**config.mk**
```make
export PLATFORM = sky130hd
export DESIGN_NAME = merge_stream_out_flat
export DESIGN_NICKNAME = d
export VERILOG_FILES = /design/src/rtl/merge_stream_out_pkg.sv /design/src/rtl/merge_stream_out_if.sv /design/src/rtl/merge_stream_out_stream_elem_mux.sv /design/src/rtl/merge_stream_out.sv /design/src/flat_wrapper.sv
export SDC_FILE = /design/constraint.sdc
export NUM_CORES = 1
export LEC_CHECK = 0
export CELL_PAD_IN_SITES_DETAIL_PLACEMENT = 1
export CELL_PAD_IN_SITES_GLOBAL_PLACEMENT = 1
export CORE_MARGIN = 1
export CORE_UTILIZATION = 33
export DETAILED_ROUTE_END_ITERATION = 8
export PLACE_DENSITY = 0.87
export SLEW_MARGIN = 40
export SYNTH_ARGS = -nofsm -noshare
export SYNTH_HDL_FRONTEND = slang
export SYNTH_HIERARCHICAL = 1
export SYNTH_SLANG_ARGS = --single-unit
```
**constraint.sdc**
```tcl
create_clock -name clk -period 2.4 [get_ports clk]
set_clock_uncertainty 0.2 [all_clocks]
set_input_delay 0.48 -clock clk [delete_from_list [all_inputs] [get_ports clk]]
set_output_delay 0.48 -clock clk [all_outputs]
set_load 0.02 [all_outputs]
```
**src/rtl/merge_stream_out_pkg.sv**
```systemverilog
// Shared types and helpers for the merge-network stream reader.
package merge_stream_out_pkg;

    typedef enum logic [1:0] {
        ST_IDLE   = 2'd0,
        ST_SETTLE = 2'd1,
        ST_STREAM = 2'd2,
        ST_DONE   = 2'd3
    } state_e;

    localparam int CNT_W = 4;

    function automatic int idx_width(input int n);
        return $clog2(2 * n);
    endfunction

    function automatic int elem_lsb(input int k, input int w);
        return k * w;
    endfunction

endpackage

```
**src/rtl/merge_stream_out_if.sv**
```systemverilog
// Start / merged-bus / output-stream bundle between the merge reader and its environment.
interface merge_stream_out_if
    import merge_stream_out_pkg::*;
#(
    parameter int WIDTH = 3,
    parameter int n     = 8
);
    logic                      start;
    logic [2*n*WIDTH-1:0]      in_c;
    logic                      busy;
    logic [WIDTH-1:0]          out_data;
    logic                      out_valid;
    logic                      out_ready;
    logic                      out_last;
    logic [idx_width(n)-1:0]   out_idx;
    logic                      done;
    logic                      order_err;

    modport master (
        output start, in_c, out_ready,
        input  busy, out_data, out_valid, out_last, out_idx, done, order_err
    );

    modport slave (
        input  start, in_c, out_ready,
        output busy, out_data, out_valid, out_last, out_idx, done, order_err
    );
endinterface

```
**src/rtl/merge_stream_out_stream_elem_mux.sv**
```systemverilog
// Combinational 2n-to-1 element selector over the snapshot register.
module stream_elem_mux
    import merge_stream_out_pkg::*;
#(
    parameter int WIDTH = 3,
    parameter int NE    = 16,
    parameter int SEL_W = $clog2(NE)
) (
    input  logic [NE*WIDTH-1:0] bus_i,
    input  logic [SEL_W-1:0]    sel_i,
    output logic [WIDTH-1:0]    elem_o
);
    logic [NE-1:0][WIDTH-1:0] elems;

    for (genvar k = 0; k < NE; k++) begin : g_elem
        assign elems[k] = bus_i[elem_lsb(k, WIDTH) +: WIDTH];
    end

    assign elem_o = elems[sel_i];
endmodule

```
**src/rtl/merge_stream_out.sv**
```systemverilog
// Reader for the odd-even merger: settle, snapshot the merged bus, stream it out
// over valid/ready while checking non-decreasing order.
module merge_stream_out
    import merge_stream_out_pkg::*;
#(
    parameter int WIDTH  = 3,
    parameter int n      = 8,
    parameter int SETTLE = 1
) (
    input logic              clk,
    input logic              rst,
    merge_stream_out_if.slave io
);
    localparam int NE    = 2 * n;
    localparam int IDX_W = idx_width(n);
    localparam logic [CNT_W-1:0] SET_LAST = CNT_W'(SETTLE - 1);
    localparam logic [IDX_W-1:0] IDX_LAST = IDX_W'(NE - 1);

    state_e              state_q, state_d;
    logic [CNT_W-1:0]    cnt_q, cnt_d;
    logic [NE*WIDTH-1:0] snap_q, snap_d;
    logic [IDX_W-1:0]    idx_q, idx_d;
    logic [WIDTH-1:0]    prev_q, prev_d;
    logic                err_q, err_d;
    logic [WIDTH-1:0]    cur;
    logic                xfer;

    stream_elem_mux #(.WIDTH(WIDTH), .NE(NE), .SEL_W(IDX_W)) u_mux (
        .bus_i  (snap_q),
        .sel_i  (idx_q),
        .elem_o (cur)
    );

    // Outputs depend only on registered state, never on out_ready.
    assign xfer         = (state_q == ST_STREAM) && io.out_ready;
    assign io.out_valid = (state_q == ST_STREAM);
    assign io.out_data  = cur;
    assign io.out_idx   = idx_q;
    assign io.out_last  = (state_q == ST_STREAM) && (idx_q == IDX_LAST);
    assign io.busy      = (state_q != ST_IDLE);
    assign io.done      = (state_q == ST_DONE);
    assign io.order_err = err_q;

    always_comb begin
        state_d = state_q;
        cnt_d   = cnt_q;
        snap_d  = snap_q;
        idx_d   = idx_q;
        prev_d  = prev_q;
        err_d   = err_q;
        case (state_q)
            ST_IDLE: begin
                if (io.start) begin
                    err_d   = 1'b0;
                    cnt_d   = '0;
                    state_d = ST_SETTLE;
                end
            end
            ST_SETTLE: begin
                if (cnt_q == SET_LAST) begin
                    snap_d  = io.in_c;
                    idx_d   = '0;
                    state_d = ST_STREAM;
                end else begin
                    cnt_d = cnt_q + 1'b1;
                end
            end
            ST_STREAM: begin
                if (xfer) begin
                    if ((idx_q != '0) && (cur < prev_q)) err_d = 1'b1;
                    prev_d = cur;
                    if (idx_q == IDX_LAST) state_d = ST_DONE;
                    else                   idx_d   = idx_q + 1'b1;
                end
            end
            ST_DONE:  state_d = ST_IDLE;
            default:  state_d = ST_IDLE;
        endcase
    end

    always_ff @(posedge clk) begin
        if (rst) begin
            state_q <= ST_IDLE;
            cnt_q   <= '0;
            snap_q  <= '0;
            idx_q   <= '0;
            prev_q  <= '0;
            err_q   <= 1'b0;
        end else begin
            state_q <= state_d;
            cnt_q   <= cnt_d;
            snap_q  <= snap_d;
            idx_q   <= idx_d;
            prev_q  <= prev_d;
            err_q   <= err_d;
        end
    end
endmodule

```
**src/flat_wrapper.sv**
```systemverilog
// flat-port wrapper written by rule: the top's interface ports become plain ports
module merge_stream_out_flat import merge_stream_out_pkg::*;
#(
    parameter int WIDTH  = 3,
    parameter int n      = 8,
    parameter int SETTLE = 1
)
  (clk, rst, io_start, io_in_c, io_out_ready, io_busy, io_out_data, io_out_valid, io_out_last, io_out_idx, io_done, io_order_err);
  merge_stream_out_if #(.WIDTH(WIDTH), .n(n)) io_i ();
  input logic clk;
  input logic rst;
  input wire logic [$bits(io_i.start)-1:0] io_start;
  input wire logic [$bits(io_i.in_c)-1:0] io_in_c;
  input wire logic [$bits(io_i.out_ready)-1:0] io_out_ready;
  output wire logic [$bits(io_i.busy)-1:0] io_busy;
  output wire logic [$bits(io_i.out_data)-1:0] io_out_data;
  output wire logic [$bits(io_i.out_valid)-1:0] io_out_valid;
  output wire logic [$bits(io_i.out_last)-1:0] io_out_last;
  output wire logic [$bits(io_i.out_idx)-1:0] io_out_idx;
  output wire logic [$bits(io_i.done)-1:0] io_done;
  output wire logic [$bits(io_i.order_err)-1:0] io_order_err;
  assign io_i.start = io_start;
  assign io_i.in_c = io_in_c;
  assign io_i.out_ready = io_out_ready;
  assign io_busy = io_i.busy;
  assign io_out_data = io_i.out_data;
  assign io_out_valid = io_i.out_valid;
  assign io_out_last = io_i.out_last;
  assign io_out_idx = io_i.out_idx;
  assign io_done = io_i.done;
  assign io_order_err = io_i.order_err;
  merge_stream_out #(.WIDTH(WIDTH), .n(n), .SETTLE(SETTLE)) u_core (.clk(clk), .rst(rst), .io(io_i));
endmodule
```
=== Word-level counts from Yosys, hierarchy flattened ===
Cells that the tools add are included.

* Reductions and logical operators: 16
* Order comparisons: 2
* $add $sub $neg: 2
* Eq/ne operators: 11
* Muxes and demuxes: 18

{| class="wikitable"
|+ Operator list
! cell !! number
|-
| 4-bit two-way mux || 5
|-
| 4-bit one-hot mux with 2 select lines || 2
|-
| 3-bit binary-select mux with 4-bit select || 1
|-
| 4-bit AND reduction || 3
|-
| 4-bit by 1-bit adder with 4-bit output, second input constant || 2
|-
| 2-bit two-way mux || 4
|-
| 2-bit by 1-bit != test with 1-bit output, second input constant || 4
|-
| 2-bit one-hot mux with 4 select lines || 1
|-
| 2-bit nonzero test || 4
|-
| 2-bit != test, second input constant || 3
|-
| 4-bit by 5-bit less-than comparator with 1-bit output, second input constant || 1
|-
| 2-bit == test, second input constant || 2
|-
| 4-bit == test, second input constant || 1
|-
| 4-bit logical NOT || 1
|-
| 2-bit AND reduction || 2
|-
| 4-bit nonzero test || 1
|-
| 1-bit logical AND || 3
|-
| 3-bit less-than comparator || 1
|-
| 1-bit two-way mux || 3
|-
| 3-bit two-way mux || 1
|-
| 3-bit AND reduction || 1
|-
| 2-bit by 1-bit == test with 1-bit output, second input constant || 1
|-
| 2-bit logical NOT || 1
|-
| 1-bit one-hot mux with 2 select lines || 1
|}

* Input port bits: 52
* Logic and storage cells: 55
* Register bits after elaboration: 62

=== Depth between registers and ports, before layout ===
* Depth after elaboration: 7
* Mapped depth: 8
* Gate-level depth less buffers: 7

=== By module ===
Netlist, hierarchy kept.

{| class="wikitable"
|+ Modules (own cells, without submodules)
! module !! cells an instance !! instances !! area each (um^2)
|-
| merge_stream_out || 313 || 1 || 2499.9
|-
| stream_elem_mux || 29 || 1 || 400.4
|}

=== Least setup slack after synthesis ===
OpenSTA, ideal clock, no wires.

* Kind: register to register
* From: register u_core.idx_q[0] (netlist: u_core/io.out_idx[0])
* To: register u_core.err_q (netlist: u_core/io.order_err)
* Path buffers: 1
* Period minus slack after synthesis: 2.788 ns
* Slack: -0.388 ns
* Data arrival time: 2.530 ns
* Stages on the path, launching flop included: 9
* Cell sequence: dfxtp_1 > buf_6 > mux4_2 > a22oi_2 > nand3_1 > ha_1 > a21o_1 > a221oi_1 > o21a_1

* Word-level cells in the longest chain between the ends: 6
* Elaborated cells on any way between the ends: 7

{| class="wikitable"
|+ Ends and longest elaborated chain
! item !! line !! text
|-
| from (decl) || merge_stream_out.sv:22 || <nowiki>logic [IDX_W-1:0] idx_q, idx_d;</nowiki>
|-
| from (signal assigned) || merge_stream_out.sv:93 || <nowiki>idx_q <= idx_d;</nowiki>
|-
| 3-bit binary-select mux with 4-bit select || merge_stream_out_stream_elem_mux.sv:19 || <nowiki>assign elem_o = elems[sel_i];</nowiki>
|-
| 3-bit two-way mux (implied by the code) || merge_stream_out_stream_elem_mux.sv:19 ||
|-
| net io_out_data[1] || flat_wrapper.sv:16 || <nowiki>output wire logic [$bits(io_i.out_data)-1:0] io_out_data;</nowiki>
|-
| 3-bit less-than comparator || merge_stream_out.sv:70 || <nowiki>if ((idx_q != '0) && (cur < prev_q)) err_d = 1'b1;</nowiki>
|-
| 1-bit logical AND || merge_stream_out.sv:70 ||
|-
| 2-bit by 1-bit != test with 1-bit output (no source line) || - ||
|-
| 4-bit AND reduction (no source line) || - ||
|-
| to (signal assigned) || merge_stream_out.sv:95 || <nowiki>err_q <= err_d;</nowiki>
|-
| to (decl) || merge_stream_out.sv:24 || <nowiki>logic err_q, err_d;</nowiki>
|}

The timed path passes the listed nets, and every way through them passes these cells. The select of a mux whose other input is x is not followed.
A chain may end at the register's enable or synchronous reset.

=== Worst setup path after layout ===
* From: register u_core.idx_q[0] (netlist: u_core/io.out_idx[0])
* To: output port io_out_data[1]

* Word-level cells in the longest chain between the ends: 2

{| class="wikitable"
|+ Ends and longest elaborated chain
! item !! line
|-
| 3-bit binary-select mux with 4-bit select || merge_stream_out_stream_elem_mux.sv:19
|-
| 3-bit two-way mux (implied by the code) || merge_stream_out_stream_elem_mux.sv:19
|-
| to (decl) || flat_wrapper.sv:16
|}

Every way passes these cells. The select of a mux whose other input is x is not followed.

==> run summary <==
WHS: 0.263 ns
Flop pwr share: 36.9%
Clock slew at reported path FFs: 0.07 ns
Share of post-route cells with drive strength above 1: 17.9%
Crit path launch type: flop
CTS tree: done
FF+latch count, synth: 62
GRT Total Usage: 20.7%
Final Wtd Congestion: 0.804
N_diodes: 0
Num ports: 64
Final worst slack: -0.180 ns
RSZ-0062 raised after global routing: yes
Initial Util: 34.8%
Area Overhead vs Synth: 40.1%
Worst EP required: 1.72 ns
Inserted Clock Buffers: 9
Slowest-stage cell, CP: mux4_2
Syn_nets: 405
Top FF cell, synth: dfxtp_1
Most common cell in the synthesized netlist: nand2_1
I/O Buffers: 63
CP delay by family, top: multiplexers
Total routed wirelength: 9.03 mm
Net Sw Frac: 38.4%
Die width: 95.8 um
Pin count of the biggest net entering global routing: 51
DP Area: 3770 um2
Avg Inst Size Synth: 8.48 um2
Least-Margin Pin Slew: 0.499 ns
Hold crit path type: flop to flop
Clk pwr share: 21.1%
Vias in the first global route: 2861
Sequential area share after synthesis: 42.8%
Cell Int Power: 2.38 mW
Die area: 9170 um2
Aggregate global routing overflow: 0
Residual DRC count: 0
Fmax: 0.388 GHz
Die Y: 95.8 um
Final nets: 489
Core Region: 8340 um2
Slowest stage delay, CP: 0.49 ns
Area leader, netlist: dfxtp_1
Violation count after the first detailed-route iteration: 143
Clock buffer depth: 2
Crit-path cells: buf_6 > mux4_2 > a22oi_2 > nand3_2 > buf_6
Final Cycle Share: 107%
Drt pass-1 iters: 4
Synth Cell Area: 2900 um2
Dpl cells: 513
Status: finished with violations
WS Path Type: flop to output port
Combinational share of power: 42.0%
Dpl hpwl: 6.42 mm
Vias per cell: 5.22
H-tree levels: 3
Fin. Hold Viols: 0
Total Power: 3.85 mW
Ys Warns: 6
Cell area after layout: 4060 um2
Routed Antenna Nets: 0
Critical path arrival: 1.90 ns
CTS root buf: clkbuf_8
Setup TNS: -0.622 ns
Critical path peak fanout: 7
Post-synthesis cell type count: 40
Worst-skew pair later-pin latency: 0.34 ns
Synth top area cells: dfxtp_1 43%, nand2_1 14%, a21oi_1 9.5%
Fraction of registers with async set/reset: 0%
Max-slew violations: 0
Leakage: 1.53 nW
Cell mode on critical path: buf_6
Wire per inst: 16.8 um
Post-placement setup slack: -0.265 ns
Synthesized instance count: 342
Worst vdd ir: 0.000348 V
First-pass GRT wire length: 14.1 mm
Worst Setup End Kind: output port
Commonest cells in the synthesized netlist: 107 x nand2_1, 62 x dfxtp_1, 55 x a21oi_1, 17 x clkbuf_1, 13 x inv_1
Power Density: 948 nW/um2
Worst rel slew slack: 66.4%
EDFF count, synth: 0
Failing checks: setup timing
Cell Count, Final, Fillers Out: 536
Final Setup Violations: 4
Layout Utilization: 48.7%
Switch Pwr: 1.48 mW
Post-synth top area share: 42.8%
MaxCap Viol Count: 0
Min cycle time layout: 2.58 ns
Std cell rows: 33
Via count: 2797
CP Buf/Inv Count: 2
CTS sink count: 62
Initial antenna violation count: 0
cell families after synthesis:
family,share of synthesized area (%)
flops,42.8
xor+xnor,0.906
fa+ha+maj,4.75
mux,11.0
compound gates,14.2
buf+inv,4.53
simple gates,21.8
cell usage in the layout, fill, tap and decap left out, types with 8 or more instances in the layout:
| master | count |
|---|---|
| nor2_1 | 10 |
| a21oi_1 | 55 |
| buf_4 | 24 |
| nand2_1 | 106 |
| ha_1 | 9 |
| inv_1 | 13 |
| nand3_1 | 8 |
| dfxtp_1 | 58 |
| clkdlybuf4s50_1 | 56 |
| clkbuf_8 | 10 |
| mux4_2 | 8 |
worst min-delay path: cells and delay by family, from the launching register on:
| family | cells | cell delay [ns] |
|---|---|---|
| AOI/OAI and AO/OA | 1 | 0.05 |
| and+or+nand+nor | 1 | 0.05 |
| DFF | 1 | 0.31 |
power groups by stage:
| stage | sequential [mW] | combinational (mW) | clock [mW] |
|---|---|---|---|
| after CTS | 1.42 | 1.54 | 0.833 |
| after global placement | 1.42 | 1.41 | 0 |
| after floorplan | 1.37 | 0.990 | 0 |
| final | 1.42 | 1.62 | 0.814 |
| after detailed placement | 1.44 | 1.49 | 0 |
| after global routing | 1.44 | 1.78 | 0.877 |
registers in the layout (all words and copies together) (netlist names):
| register | count |
|---|---|
| u_core/cnt_q | 4 |
| u_core/io.order_err | 1 |
| u_core/io.out_idx | 4 |
| u_core/prev_q | 3 |
| u_core/snap_q | 48 |
| u_core/state_q | 2 |
routing by layer:
metal / GRT usage, % / share of wire [%] / vias to the layer above
met5: 0 / 0 / -
met4: 10.4 / 2.7 / 0
met3: 3.63 / 3.5 / 23
met2: 35.4 / 52 / 72
met1: 24.9 / 42 / 1360
li1: - / - / 1342
final cells by class:
class / instances / area [um2]
inverter: 13 / 48.8
sequential: 62 / 1250
clock inverter: 4 / 22.5
multi-input combinational: 247 / 1570
timing repair buffer: 93 / 891
clock buffer: 12 / 145
fill: 993 / 4280
tap: 105 / 131
what timing repair did:
action	4_1_cts	5_1_grt
gates resized for setup	31	15
gates cloned	0	0
hold buffers	0	0
buffers inserted	3	4
pin swaps	2	8
setup endpoints to repair	7	6
final timing paths:
path                            depth (start not counted)                   to                  from  slack [ns]
worst min register to register                          2    u_core/snap_q[19]     u_core/snap_q[19]        0.26
worst min-delay path                                    2    u_core/snap_q[19]     u_core/snap_q[19]        0.26
worst max-delay path                                    5       io_out_data[1]  u_core/io.out_idx[0]       -0.18
worst max register to register                          9  u_core/io.order_err  u_core/io.out_idx[0]       -0.14
(Power assumes the default switching activity.)
